$ cat src/rtl/ahb_pkg.sv
// ---------------------------------------------------------------------------
// ahb_pkg
// Shared AHB-Lite definitions for the FIC fabric bridges:
//   - HTRANS / HRESP / HSIZE encodings
//   - responder (slave) FSM state encoding
//   - byte_lane(): pick one byte out of a 32-bit bus word by address[1:0].
//     The same helper is used by the initiator side, so lane mapping is defined
//     in exactly one place.
// ---------------------------------------------------------------------------
package ahb_pkg;

    // HTRANS encodings
    localparam logic [1:0] HTRANS_IDLE   = 2'b00;
    localparam logic [1:0] HTRANS_BUSY   = 2'b01;
    localparam logic [1:0] HTRANS_NONSEQ = 2'b10;
    localparam logic [1:0] HTRANS_SEQ    = 2'b11;

    // HRESP encodings
    localparam logic HRESP_OKAY  = 1'b0;
    localparam logic HRESP_ERROR = 1'b1;

    // Only byte transfers reach the 8-bit backend
    localparam logic [2:0] HSIZE_BYTE = 3'b000;

    // Responder FSM states
    typedef enum logic [2:0] {
        ST_IDLE  = 3'd0,   // ready, accepting new address phases
        ST_WDATA = 3'd1,   // write data phase, HWDATA being captured
        ST_ACK   = 3'd2,   // backend request outstanding
        ST_ERR1  = 3'd3,   // first ERROR cycle (HREADYOUT low)
        ST_ERR2  = 3'd4    // second ERROR cycle (HREADYOUT high)
    } slv_state_t;

    // Little-endian byte lane select: lane 0 is bits [7:0]
    function automatic logic [7:0] byte_lane(input logic [31:0] word,
                                             input logic [1:0]  lane);
        logic [7:0] sel;
        case (lane)
            2'b00:   sel = word[7:0];
            2'b01:   sel = word[15:8];
            2'b10:   sel = word[23:16];
            2'b11:   sel = word[31:24];
            default: sel = word[7:0];
        endcase
        return sel;
    endfunction

endpackage

$ cat src/rtl/ahb_slave_bridge.sv
// ---------------------------------------------------------------------------
// ahb_slave_bridge
// AHB-Lite responder that forwards single byte transfers to an 8-bit req/ack
// backend (i8080-side memory/IO space).
//
// Ports:
//   clk, resetn           clock, asynchronous active-low reset
//   HSEL, HADDR, HTRANS,  AHB-Lite address phase
//   HWRITE, HSIZE, HREADY
//   HWDATA                AHB-Lite write data (data phase)
//   HREADYOUT, HRESP,     AHB-Lite responder outputs (all registered)
//   HRDATA
//   mem_req, mem_we,      backend request; level held until mem_ack or
//   mem_addr, mem_wdata   timeout, address/direction stable while held
//   mem_rdata, mem_ack    backend completion (single-cycle pulse + read byte)
//
// Wait states: read = 1 + ack latency, write = 2 + ack latency. Transfers
// with HSIZE other than byte, and backend timeouts, get the two-cycle ERROR
// response. The completion cycle (state IDLE, HREADYOUT high) also accepts,
// so pipelined transfers run back to back; the ERR2 cycle does not accept.
// ---------------------------------------------------------------------------
module ahb_slave_bridge
    import ahb_pkg::*;
#(
    parameter int ADDR_W  = 16,
    parameter int TIMEOUT = 255
) (
    input  logic              clk,
    input  logic              resetn,
    input  logic              HSEL,
    input  logic [31:0]       HADDR,
    input  logic [1:0]        HTRANS,
    input  logic              HWRITE,
    input  logic [2:0]        HSIZE,
    input  logic [31:0]       HWDATA,
    input  logic              HREADY,
    output logic              HREADYOUT,
    output logic              HRESP,
    output logic [31:0]       HRDATA,
    output logic              mem_req,
    output logic              mem_we,
    output logic [ADDR_W-1:0] mem_addr,
    output logic [7:0]        mem_wdata,
    input  logic [7:0]        mem_rdata,
    input  logic              mem_ack
);

    // Timeout limit widened by one bit so the incremented count never wraps
    // before the compare.
    localparam logic [8:0] TIMEOUT_LIM = 9'(TIMEOUT);

    slv_state_t  state_r;
    logic [1:0]  lane_r;      // HADDR[1:0] of the transfer in flight
    logic        write_r;     // HWRITE of the transfer in flight
    logic [7:0]  cnt_r;       // cycles spent waiting for mem_ack

    logic        accept_s;
    logic        size_ok_s;
    logic [8:0]  cnt_inc_s;
    logic        ack_timeout_s;
    logic        unused_s;

    // Address-phase decode and timeout detection
    always_comb begin
        accept_s      = (state_r == ST_IDLE) && HSEL && HREADY && HTRANS[1];
        size_ok_s     = (HSIZE == HSIZE_BYTE);
        cnt_inc_s     = {1'b0, cnt_r} + 9'd1;
        ack_timeout_s = (cnt_inc_s >= TIMEOUT_LIM);
    end

    // Upper address bits and HTRANS[0] do not affect this responder
    assign unused_s = ^{HADDR[31:ADDR_W], HTRANS[0]};

    // Responder FSM: address capture, wait states, backend handshake, ERROR
    always_ff @(posedge clk or negedge resetn) begin
        if (!resetn) begin
            state_r   <= ST_IDLE;
            lane_r    <= 2'b00;
            write_r   <= 1'b0;
            cnt_r     <= 8'd0;
            HREADYOUT <= 1'b1;
            HRESP     <= HRESP_OKAY;
            HRDATA    <= 32'd0;
            mem_req   <= 1'b0;
            mem_we    <= 1'b0;
            mem_addr  <= '0;
            mem_wdata <= 8'd0;
        end else begin
            case (state_r)
                ST_IDLE: begin
                    if (accept_s) begin
                        lane_r    <= HADDR[1:0];
                        mem_addr  <= HADDR[ADDR_W-1:0];
                        write_r   <= HWRITE;
                        cnt_r     <= 8'd0;
                        HREADYOUT <= 1'b0;
                        if (!size_ok_s) begin
                            // Unsupported size never reaches the backend
                            HRESP   <= HRESP_ERROR;
                            state_r <= ST_ERR1;
                        end else if (HWRITE) begin
                            // HWDATA is only valid in the next cycle
                            state_r <= ST_WDATA;
                        end else begin
                            mem_req <= 1'b1;
                            mem_we  <= 1'b0;
                            state_r <= ST_ACK;
                        end
                    end else begin
                        // IDLE/BUSY, deselected or stalled bus: zero-wait OKAY
                        HREADYOUT <= 1'b1;
                        HRESP     <= HRESP_OKAY;
                    end
                end

                ST_WDATA: begin
                    mem_wdata <= byte_lane(HWDATA, lane_r);
                    mem_req   <= 1'b1;
                    mem_we    <= 1'b1;
                    state_r   <= ST_ACK;
                end

                ST_ACK: begin
                    cnt_r <= cnt_inc_s[7:0];
                    if (mem_ack) begin
                        mem_req   <= 1'b0;
                        HREADYOUT <= 1'b1;
                        state_r   <= ST_IDLE;
                        if (!write_r) begin
                            // Replicate so any byte lane the initiator reads is valid
                            HRDATA <= {4{mem_rdata}};
                        end else begin
                            HRDATA <= HRDATA;
                        end
                    end else if (ack_timeout_s) begin
                        // Abandon the backend request; it must tolerate the drop
                        mem_req <= 1'b0;
                        HRESP   <= HRESP_ERROR;
                        state_r <= ST_ERR1;
                    end else begin
                        state_r <= ST_ACK;
                    end
                end

                ST_ERR1: begin
                    HREADYOUT <= 1'b1;
                    HRESP     <= HRESP_ERROR;
                    state_r   <= ST_ERR2;
                end

                ST_ERR2: begin
                    // Initiator cancels here, so nothing is accepted this cycle
                    HRESP   <= HRESP_OKAY;
                    state_r <= ST_IDLE;
                end

                default: begin
                    state_r   <= ST_IDLE;
                    HREADYOUT <= 1'b1;
                    HRESP     <= HRESP_OKAY;
                    mem_req   <= 1'b0;
                end
            endcase
        end
    end

endmodule

$ cat config.mk
export PLATFORM = sky130hd
export DESIGN_NAME = ahb_slave_bridge
export DESIGN_NICKNAME = d
export VERILOG_FILES = /design/src/rtl/ahb_pkg.sv /design/src/rtl/ahb_slave_bridge.sv
export SDC_FILE = /design/constraint.sdc
export NUM_CORES = 1
export LEC_CHECK = 0
export CAP_MARGIN = 20
export CORE_UTILIZATION = 38
export DETAILED_ROUTE_END_ITERATION = 6
export PLACE_DENSITY = 0.78
export SLEW_MARGIN = 15
export SYNTH_ARGS = -nofsm -noshare
export SYNTH_HDL_FRONTEND = slang
export SYNTH_SLANG_ARGS = --single-unit
$ cat constraint.sdc
create_clock -name clk -period 1.8 [get_ports clk]
set_input_delay 0.27 -clock clk [delete_from_list [all_inputs] [get_ports clk]]
set_output_delay 0.27 -clock clk [all_outputs]
set_load 0.005 [all_outputs]
==> insert_results.sql, run 1 <==
INSERT INTO impl_metrics (metric_group, metric, value, unit) VALUES
('power', 'vdd_drop_max', '814.5', 'µV'),
('floorplanning', 'die_y', '83.01', 'µm'),
('floorplanning', 'start_util', '0.3927', ''),
('clock_tree', 'cts-htree-levels', '2', ''),
('routing', 'remaining_drc_errors', '0', ''),
('floorplanning', 'ioPinCount', '143', ''),
('setup_path', 'end_kind', 'primary output', ''),
('finish', 'most_used_cells_in_the_layout_excluding_fill_and_tap_cells', '124 x sky130_fd_sc_hd__clkdlybuf4s50_1, 46 x sky130_fd_sc_hd__dfrtp_1, 33 x sky130_fd_sc_hd__mux2_2', ''),
('floorplanning', 'core.rowCount', '29', ''),
('routing', 'detail_route.first_pass.iterations', '4', ''),
('routing', 'detailedRoute.firstIterationViolations', '35', ''),
('yosys', 'synth_cells', '206', ''),
('placed_design', 'gp_routability_congestion', '0.7841', ''),
('yosys', 'yosysUniqueCellTypes', '45', ''),
('setup_path', 'critPathArrivalTime', '1.47', 'ns'),
('global_routing', 'first_global_vias', '2002', ''),
('clock_tree', 'cts.root.buffer_cell', 'sky130_fd_sc_hd__clkbuf_8', ''),
('setup_path', 'worst-path-max-fanout', '10', ''),
('finish', 'utilization_of_the_core_after_routing', '0.6047', ''),
('finish', 'multi_input_comb_area', '1050', 'µm²'),
('yosys', 'postSynthAreaPerCell', '12.11', 'µm²'),
('yosys', 'synth.net_count', '291', ''),
('setup_path', 'r2r_start', 'cnt_r[0]', ''),
('placed_design', 'instance_area_after_placement', '3712', 'µm²'),
('finish', 'area_overhead_vs_synth', '53.99', '%'),
('yosys', 'yosys_synthesis_warning_count', '0', ''),
('sta', 'hold_viol_final', '0', ''),
('global_routing', 'grt_use_total', '0.1667', ''),
('global_routing', 'grt.overflow.total', '0', ''),
('floorplanning', 'core', '6350', 'µm²'),
('setup_path', 'regToRegEndpoint', 'mem_req', ''),
('routing', 'routedWlPerCell', '13.96', 'µm'),
('power', 'power_density', '1486', 'nW/µm²'),
('global_routing', 'number_of_antenna_violations_at_the_first_check_in_global_routing', '0', ''),
('hold_path', 'class_of_the_tightest_hold_or_removal_check', 'primary input to async pin', ''),
('routing', 'detail-route-antenna-nets', '0', ''),
('placed_design', 'port_buffers', '125', ''),
('finish', 'n_antenna_cell', '0', ''),
('power', 'leakage', '0.001555', 'µW'),
('setup_path', 'worst_ep_required_time', '1.53', 'ns'),
('setup_path', 'timing.critical_path.cells', 'clkdlybuf4s50_1', ''),
('setup_path', 'worstSetupPathType', 'register to primary output', ''),
('yosys', 'postSynth.asyncResetShare', '1.000', ''),
('clock_tree', 'clock_insertion_delay_worst_skew', '0.29', 'ns'),
('sta', 'finalWorstPathRequiredPeriod', '1.739', 'ns'),
('setup_path', 'worst-path-buf-inv', '1', ''),
('clock_tree', 'clkSlewWorstSetupHoldPaths', '0.09', 'ns'),
('sta', 'maxSlewHeadroom', '0.5051', ''),
('yosys', 'synth_ff_type', 'sky130_fd_sc_hd__dfrtp_1', ''),
('placed_design', 'dp.final_hpwl', '4330', 'µm'),
('setup_path', 'setup_crit_start_kind', 'register', ''),
('clock_tree', 'post-cts-setup-buffers', '0', ''),
('sta', 'timing.hold.ws', '0.4896', 'ns'),
('sta', 'final.period_utilization', '0.9661', ''),
('finish', 'fin_area', '3840', 'µm²'),
('yosys', 'synth-seq-area-share', '0.4822', ''),
('setup_path', 'crit_path_max_incr_delay', '0.59', 'ns'),
('sta', 'drv_slew', '0', ''),
('sta', 'post-route-worst-setup-slack', '0.06107', 'ns'),
('yosys', 'synthesis.area', '2494', 'µm²'),
('status', 'result_of_the_run', 'finished, final reports clean', ''),
('sta', 'report.final.setup_viol', '0', ''),
('sta', 'grt_setup_unrepaired', 'false', ''),
('clock_tree', 'cts_sinks', '48', ''),
('yosys', 'synth-seq-cells', '48', ''),
('routing', 'vias_post_dr', '1999', ''),
('sta', 'fin_worst_skew', '0.009090', 'ns'),
('sta', 'max_freq', '0.5751', 'GHz'),
('finish', 'layout.nets', '404', ''),
('finish', 'final_common_cell', 'sky130_fd_sc_hd__clkdlybuf4s50_1', ''),
('setup_path', 'critical-path-top-delay-family', 'flip-flops', '');
## cells in the mapped netlist, types with 2 or more instances
| master | number | area, µm² |
|---|---|---|
| sky130_fd_sc_hd__mux4_2 | 8 | 180.2 |
| sky130_fd_sc_hd__o21ai_0 | 14 | 70.07 |
| sky130_fd_sc_hd__o31ai_1 | 2 | 15.01 |
| sky130_fd_sc_hd__inv_1 | 4 | 15.01 |
| sky130_fd_sc_hd__a31oi_1 | 2 | 12.51 |
| sky130_fd_sc_hd__nand2b_1 | 2 | 12.51 |
| sky130_fd_sc_hd__nand2_1 | 10 | 37.54 |
| sky130_fd_sc_hd__and3_1 | 3 | 18.77 |
| sky130_fd_sc_hd__dfrtp_1 | 47 | 1176 |
| sky130_fd_sc_hd__xnor2_1 | 2 | 17.52 |
| sky130_fd_sc_hd__buf_2 | 4 | 20.02 |
| sky130_fd_sc_hd__nor4_1 | 4 | 25.02 |
| sky130_fd_sc_hd__mux2_2 | 33 | 371.6 |
| sky130_fd_sc_hd__nor2_1 | 9 | 33.78 |
| sky130_fd_sc_hd__a21oi_1 | 3 | 15.01 |
| sky130_fd_sc_hd__o311ai_0 | 2 | 17.52 |
| sky130_fd_sc_hd__nand3b_1 | 2 | 15.01 |
| sky130_fd_sc_hd__buf_4 | 25 | 187.7 |
| sky130_fd_sc_hd__nand3_1 | 3 | 15.01 |
| sky130_fd_sc_hd__ha_1 | 2 | 25.02 |
## through the flow
stage / std cells / total power (µW)
final: 397 / 5704
after global routing: 397 / 6105
after CTS: 397 / 5787
after detailed placement: 388 / 4982
after global placement: 388 / 4895
after floorplan: 206 / 3529
## registers in the layout, indices dropped and copies added (netlist names)
register   count
write_r        1
HRDATA         8
cnt_r          8
mem_addr      16
mem_we         1
mem_req        1
mem_wdata      8
state_r        3
HREADYOUT      1
HRESP          1
## metal layers
layer  vias to the layer above  part of all wire  track usage
met5                         -                 0            0
met4                         0             0.011      0.03762
met3                         4             0.076      0.04970
met2                        71              0.50       0.2899
met1                       978              0.42       0.2039
li1                        946                 -            -
## power by group
| part | switching, µW | total, µW | internal, µW |
|---|---|---|---|
| registers | 471 | 2030 | 1560 |
| logic | 870 | 2890 | 2020 |
| clock network | 365 | 783 | 419 |
## worst min-delay path by stage
stage | slack, ns | end | cells after the start
after floorplan | -0.03 | HRDATA[23] | 0
after global placement | 0.28 | cnt_r[4] | 2
after detailed placement | 0.28 | HRDATA[28] | 2
after CTS | 0.48 | cnt_r[0] | 3
after global routing | 0.52 | mem_addr[9] | 3
final | 0.49 | cnt_r[0] | 3
## cell families after synthesis
group / Yosys count / synth area share
compound gates: 30 / 0.07376
xor+xnor: 2 / 0.007026
fa+ha+maj: 2 / 0.01003
buf+inv: 36 / 0.09683
flops: 48 / 0.4822
mux: 42 / 0.2253
simple gates: 46 / 0.1049
## cell type report
class | instances | area share
well taps | 77 | 0.02509
clock inverters | 3 | 0.01238
multi-input cells | 122 | 0.2734
clock buffers | 5 | 0.01792
repair buffers | 138 | 0.3539
flip-flops and latches | 48 | 0.3135
inverters | 4 | 0.003910
## timing repair
item                                    4_1_cts  5_1_grt
hold endpoints to repair                     47        0
endpoints found under the setup margin        1        1
resized for setup                             1        1
gates cloned                                  0        0
hold buffers                                  1        0
(Power assumes the default switching activity.)
==> run 2, diff against run 1 <==
--- a/constraint.sdc
+++ b/constraint.sdc
@@ -3,2 +3,2 @@
 set_output_delay 0.27 -clock clk [all_outputs]
-set_load 0.005 [all_outputs]
+set_load 0.02 [all_outputs]
==> insert_results.sql, run 2 (synthesis results as in run 1) <==
INSERT INTO impl_metrics (metric_group, metric, value, unit) VALUES
('global_routing', 'grt_first_pass_wirelength', '9998', 'µm'),
('sta', 'hold_viol_final', '0', ''),
('sta', 'fin_tns_setup', '0', 'ns'),
('finish', 'largest_reg_flops', '16', ''),
('finish', 'most_used_cells_in_the_layout_excluding_fill_and_tap_cells', '124 x sky130_fd_sc_hd__clkdlybuf4s50_1, 46 x sky130_fd_sc_hd__dfrtp_1, 33 x sky130_fd_sc_hd__mux2_2', ''),
('setup_path', 'setup_crit_start_kind', 'register', ''),
('routing', 'vias_post_dr', '2016', ''),
('floorplanning', 'die_w', '83.01', 'µm'),
('global_routing', 'grt_use_met2', '0.3159', ''),
('floorplanning', 'core', '6350', 'µm²'),
('floorplanning', 'dieArea', '6890', 'µm²'),
('sta', 'final.period_utilization', '0.9772', ''),
('global_routing', 'grt_max_degree', '29', ''),
('setup_path', 'worst-path-buf-inv', '1', ''),
('floorplanning', 'start_util', '0.3927', ''),
('finish', 'final_common_cell', 'sky130_fd_sc_hd__clkdlybuf4s50_1', ''),
('setup_path', 'crit_start', 'HREADYOUT', ''),
('finish', 'layout.nets', '406', ''),
('placed_design', 'place.detailed.instances', '388', ''),
('sta', 'maxSlewHeadroom', '0.4277', ''),
('clock_tree', 'cts_sinks', '48', ''),
('setup_path', 'worstSetupPathType', 'register to primary output', ''),
('finish', 'layoutNonFillerInstCount', '399', ''),
('setup_path', 'r2r_start', 'cnt_r[0]', ''),
('finish', 'max_flop_register', 'mem_addr', ''),
('finish', 'post_route_cells_drive_above_1_share', '0.2236', ''),
('power', 'vdd_drop_max', '1047', 'µV'),
('power', 'leakage', '0.001570', 'µW'),
('sta', 'fin_worst_skew', '0.01162', 'ns'),
('status', 'result_of_the_run', 'finished, final reports clean', ''),
('routing', 'routedWlPerCell', '14.64', 'µm'),
('clock_tree', 'clock_insertion_delay_worst_skew', '0.31', 'ns'),
('setup_path', 'setup.reg_to_reg.worst_slack', '0.11', 'ns'),
('finish', 'n_antenna_cell', '0', ''),
('power', 'power_density', '1709', 'nW/µm²'),
('setup_path', 'critPathSlowestCell', 'sky130_fd_sc_hd__clkdlybuf4s50_1', ''),
('global_routing', 'number_of_antenna_violations_at_the_first_check_in_global_routing', '0', ''),
('setup_path', 'end_kind', 'primary output', ''),
('routing', 'drt_wl_total', '5841', 'µm'),
('floorplanning', 'die_y', '83.01', 'µm'),
('setup_path', 'worst-path-max-fanout', '4', ''),
('setup_path', 'crit_path_max_incr_delay', '0.62', 'ns'),
('setup_path', 'critical-path-top-delay-family', 'buffers and inverters', ''),
('clock_tree', 'cts-htree-levels', '2', ''),
('setup_path', 'timing.critical_path.cells', 'clkdlybuf4s50_1', ''),
('global_routing', 'grt_use_total', '0.1794', ''),
('clock_tree', 'cts.root.buffer_cell', 'sky130_fd_sc_hd__clkbuf_8', ''),
('global_routing', 'first_global_vias', '2144', ''),
('setup_path', 'worst_ep_required_time', '1.53', 'ns'),
('finish', 'area_overhead_vs_synth', '55.09', '%'),
('routing', 'detailedRoute.firstIterationViolations', '88', ''),
('clock_tree', 'tritoncts', 'done', ''),
('routing', 'drt-vias-per-instance', '5.053', ''),
('global_routing', 'gr_met3_demand_resource', '0.04672', ''),
('sta', 'report.final.setup_viol', '0', ''),
('setup_path', 'cp_num_cells', '1', ''),
('setup_path', 'setup.worst_path.end', 'HREADYOUT', ''),
('setup_path', 'critPathArrivalTime', '1.49', 'ns'),
('sta', 'transition_time_at_the_pin_with_the_least_slew_margin', '0.8495', 'ns'),
('sta', 'max_freq', '0.5685', 'GHz'),
('hold_path', 'class_of_the_tightest_hold_or_removal_check', 'primary input to async pin', ''),
('routing', 'remaining_drc_errors', '0', ''),
('global_routing', 'grt.overflow.total', '0', ''),
('routing', 'detail_route.first_pass.iterations', '4', ''),
('clock_tree', 'cts_inserted_buffers', '5', ''),
('placed_design', 'port_buffers', '125', ''),
('sta', 'finalWorstPathRequiredPeriod', '1.759', 'ns'),
('floorplanning', 'ioPinCount', '143', ''),
('routing', 'detail-route-antenna-nets', '0', ''),
('placed_design', 'dp.final_hpwl', '4438', 'µm'),
('clock_tree', 'clkSlewWorstSetupHoldPaths', '0.10', 'ns'),
('finish', 'utilization_of_the_core_after_routing', '0.6091', ''),
('sta', 'drv_slew', '0', ''),
('flow_run', 'maxCapViolations', '0', ''),
('clock_tree', 'cts_max_path_buffers', '2', ''),
('global_routing', 'groute.layer.met1.usage', '0.2115', ''),
('placed_design', 'gp_routability_congestion', '0.7631', ''),
('setup_path', 'regToRegEndpoint', 'mem_req', ''),
('setup_path', 'ff2ff_path_depth', '7', ''),
('floorplanning', 'core.rowCount', '29', ''),
('global_routing', 'top_usage_layer', 'met2', '');
run 2: changes by cell type in the layout (fill, tap and decap cells not counted):
cell                       before  now
sky130_fd_sc_hd__buf_12         1    2
sky130_fd_sc_hd__buf_4         11   12
sky130_fd_sc_hd__o311ai_0       1    2
sky130_fd_sc_hd__o311ai_1       1    0
run 2: metal layers:
| metal | part of all wire | vias to the layer above |
|---|---|---|
| li1 | - | 949 |
| met1 | 0.40 | 969 |
| met2 | 0.51 | 85 |
| met3 | 0.068 | 13 |
| met4 | 0.022 | 0 |
| met5 | 0 | - |
run 2: layout make-up:
cell class	instances	area [µm²]
fill	496	2482
timing repair buffer	140	1386
sequential	48	1204
multi-input combinational	122	1050
tap	77	96.34
clock buffer	5	68.82
clock inverter	3	47.55
inverter	4	15.01
run 2: where the power goes:
part | internal (µW) | leakage (µW) | switching [µW] | total [µW]
clock | 419 | 0.0000583 | 383 | 802
sequential | 1560 | 0.000586 | 412 | 1970
combinational | 2080 | 0.000925 | 1760 | 3830
total | 4060 | 0.00157 | 2550 | 6610
run 2: through the flow:
step                instance area, µm²  power [µW]  setup slack [ns]  hold WS, ns
global placement                  3725        5695          -0.07513       0.2693
floorplan                         2495        4327            0.1632     -0.02559
finish                            3867        6608           0.04097       0.4608
detailed placement                3725        5804           -0.1649       0.2727
global route                      3867        6982         -0.009157       0.5116
CTS                               3860        6639           0.02750       0.4827
run 2: worst min path at each step:
stage	start	depth (start not counted)	end	slack (ns)
after global routing	resetn	2	HRESP	0.51
final	resetn	2	cnt_r[0]	0.46
after detailed placement	resetn	1	cnt_r[4]	0.27
after floorplan	resetn	0	HRDATA[23]	-0.03
after CTS	resetn	2	cnt_r[0]	0.48
after global placement	resetn	1	cnt_r[4]	0.27
run 2: timing repair:
item	4_1_cts	5_1_grt
endpoints found under the hold margin	20	0
endpoints found under the setup margin	1	1
setup buffers	1	1
resized for setup	1	0
hold buffers	1	0
==> run 3, diff against run 2 <==
Settings changed: SETUP_SLACK_MARGIN set to 0.05.
==> insert_results.sql, run 3 (synthesis results as in run 1) <==
INSERT INTO impl_metrics (metric_group, metric, value, unit) VALUES
('floorplanning', 'ioPinCount', '143', ''),
('flow_run', 'maxCapViolations', '0', ''),
('setup_path', 'critPathArrivalTime', '1.38', 'ns'),
('status', 'result_of_the_run', 'finished, final reports clean', ''),
('sta', 'drv_slew', '0', ''),
('finish', 'utilization_of_the_core_after_routing', '0.6089', ''),
('power', 'comb_power_share', '0.580', ''),
('setup_path', 'worst_ep_required_time', '1.53', 'ns'),
('power', 'leakage', '0.001569', 'µW'),
('clock_tree', 'cts-htree-levels', '2', ''),
('routing', 'detail_route.first_pass.iterations', '4', ''),
('finish', 'area.sequential', '1204', 'µm²'),
('floorplanning', 'die_y', '83.01', 'µm'),
('sta', 'fin_tns_setup', '0', 'ns'),
('finish', 'layout.nets', '406', ''),
('power', 'power_share_of_the_sequential_group', '0.298', ''),
('routing', 'drt-vias-per-instance', '5.048', ''),
('setup_path', 'end_kind', 'primary output', ''),
('power', 'power.share.clock', '0.121', ''),
('setup_path', 'worst-path-buf-inv', '1', ''),
('routing', 'remaining_drc_errors', '0', ''),
('power', 'power_density', '1709', 'nW/µm²'),
('global_routing', 'grt_first_pass_wirelength', '9998', 'µm'),
('setup_path', 'critical-path-top-delay-family', 'buffers and inverters', ''),
('global_routing', 'grt.overflow.total', '0', ''),
('sta', 'fin_worst_skew', '0.01163', 'ns'),
('setup_path', 'cp_num_cells', '1', ''),
('global_routing', 'first_global_vias', '2144', ''),
('floorplanning', 'core', '6350', 'µm²'),
('sta', 'grt_setup_unrepaired', 'false', ''),
('finish', 'most_used_cells_in_the_layout_excluding_fill_and_tap_cells', '123 x sky130_fd_sc_hd__clkdlybuf4s50_1, 46 x sky130_fd_sc_hd__dfrtp_1, 33 x sky130_fd_sc_hd__mux2_2', ''),
('placed_design', 'gp_routability_congestion', '0.7631', ''),
('placed_design', 'instance_area_after_placement', '3725', 'µm²'),
('floorplanning', 'dieArea', '6890', 'µm²'),
('finish', 'fillers', '496', ''),
('global_routing', 'number_of_antenna_violations_at_the_first_check_in_global_routing', '0', ''),
('sta', 'transition_time_at_the_pin_with_the_least_slew_margin', '0.5463', 'ns'),
('power', 'switching_share', '0.3863', ''),
('finish', 'area_overhead_vs_synth', '55.04', '%'),
('routing', 'detailedRoute.firstIterationViolations', '87', ''),
('finish', 'final_common_cell', 'sky130_fd_sc_hd__clkdlybuf4s50_1', ''),
('sta', 'finalWorstPathRequiredPeriod', '1.652', 'ns'),
('setup_path', 'r2r_start', 'cnt_r[0]', ''),
('routing', 'vias_post_dr', '2014', ''),
('clock_tree', 'cts_inserted_buffers', '5', ''),
('placed_design', 'pre_cts_slack', '-0.1649', 'ns'),
('setup_path', 'worst-path-max-fanout', '5', ''),
('setup_path', 'ff2ff_path_depth', '7', ''),
('setup_path', 'worstSetupPathType', 'register to primary output', ''),
('clock_tree', 'cts_sinks', '48', ''),
('setup_path', 'crit_path_max_incr_delay', '0.64', 'ns'),
('clock_tree', 'clkSlewWorstSetupHoldPaths', '0.10', 'ns'),
('setup_path', 'setup_crit_start_kind', 'register', ''),
('hold_path', 'class_of_the_tightest_hold_or_removal_check', 'primary input to async pin', ''),
('floorplanning', 'start_util', '0.3927', ''),
('global_routing', 'grt_max_degree', '29', ''),
('power', 'p_int', '4055', 'µW'),
('clock_tree', 'cts.root.buffer_cell', 'sky130_fd_sc_hd__clkbuf_8', ''),
('setup_path', 'critPathSlowestCell', 'sky130_fd_sc_hd__clkdlybuf4s50_1', ''),
('finish', 'fin_area', '3866', 'µm²'),
('power', 'power_switching', '2553', 'µW'),
('sta', 'max_freq', '0.6052', 'GHz'),
('routing', 'detail-route-antenna-nets', '0', ''),
('finish', 'n_antenna_cell', '0', ''),
('setup_path', 'timing.critical_path.cells', 'clkdlybuf4s50_1', ''),
('sta', 'maxSlewHeadroom', '0.6333', ''),
('global_routing', 'grt_use_total', '0.1794', ''),
('sta', 'post-route-worst-setup-slack', '0.1478', 'ns'),
('finish', 'post_route_cells_drive_above_1_share', '0.2236', ''),
('setup_path', 'crit_start', 'mem_addr[1]', ''),
('power', 'vdd_drop_max', '1047', 'µV'),
('finish', 'multi_input_comb_area', '1050', 'µm²'),
('placed_design', 'port_buffers', '125', ''),
('routing', 'routedWlPerCell', '14.65', 'µm'),
('clock_tree', 'clock_insertion_delay_worst_skew', '0.31', 'ns'),
('clock_tree', 'cts_max_path_buffers', '2', ''),
('placed_design', 'dp.final_hpwl', '4438', 'µm'),
('finish', 'largest_reg_flops', '16', ''),
('sta', 'hold_viol_final', '0', ''),
('finish', 'max_flop_register', 'mem_addr', ''),
('sta', 'report.final.setup_viol', '0', ''),
('floorplanning', 'core.rowCount', '29', ''),
('routing', 'drt_wl_total', '5846', 'µm'),
('clock_tree', 'tritoncts', 'done', ''),
('sta', 'final.period_utilization', '0.9179', ''),
('floorplanning', 'die_w', '83.01', 'µm');
==> run 3: cell count changes in the layout (fill, tap and decap cells not counted), sizes merged <==
cell	change
dlygate4sd2	+1
clkdlybuf4s50	-1
==> run 3: area by class of cell <==
class                           count  area share
Clock buffer                        5     0.01780
Tap cell                           77     0.02492
Timing Repair Buffer              140      0.3583
Sequential cell                    48      0.3113
Multi-Input combinational cell    122      0.2715
Clock inverter                      3     0.01230
Inverter                            4    0.003883
==> run 3: power by group through the flow <==
| stage | Combinational [µW] | Clock (µW) | Sequential (µW) |
|---|---|---|---|
| final | 3830 | 802 | 1970 |
| after global placement | 3700 | 0 | 2000 |
| after detailed placement | 3760 | 0 | 2040 |
| after floorplan | 1950 | 0 | 2380 |
| after CTS | 3840 | 816 | 1970 |
| after global routing | 4060 | 868 | 2060 |
==> run 3: per-stage QoR <==
step	power [µW]	hold slack, ns	instances
3_3_place_gp	5695	0.2693	388
3_5_place_dp	5804	0.2727	388
6_report	6608	0.4626	399
4_1_cts	6635	0.4827	398
5_1_grt	6984	0.5116	399
2_1_floorplan	4327	-0.02559	206
==> run 3: worst register-to-register path: cells and delay by family, from the launching register on <==
| kind | cells | cell delay [ns] |
|---|---|---|
| compound gates | 3 | 0.56 |
| flops | 1 | 0.42 |
| simple gates | 1 | 0.04 |
| fa+ha+maj | 1 | 0.30 |
| buf+inv | 2 | 0.21 |
==> run 3: final timing paths <==
check,to,slack [ns]
max in group asynchronous,HREADYOUT,0.73
max reg2reg,mem_req,0.16
min in group clk,mem_we,0.51
min reg2reg,mem_we,0.51
max,mem_addr[1],0.15
min,cnt_r[0],0.46
==> run 3: repair_timing <==
item,CTS,global route
hold buffers,1,0
endpoints found under the hold margin,20,0
setup endpoints to repair,2,3
gates resized for setup,2,2
setup buffers,1,1
gates cloned,0,0
==> run 3: layer usage <==
layer	track usage	part of all wire	vias to the layer above
met5	0	0	-
met4	0.06113	0.022	0
met3	0.04672	0.067	13
met2	0.3159	0.52	81
met1	0.2115	0.40	970
li1	-	-	950
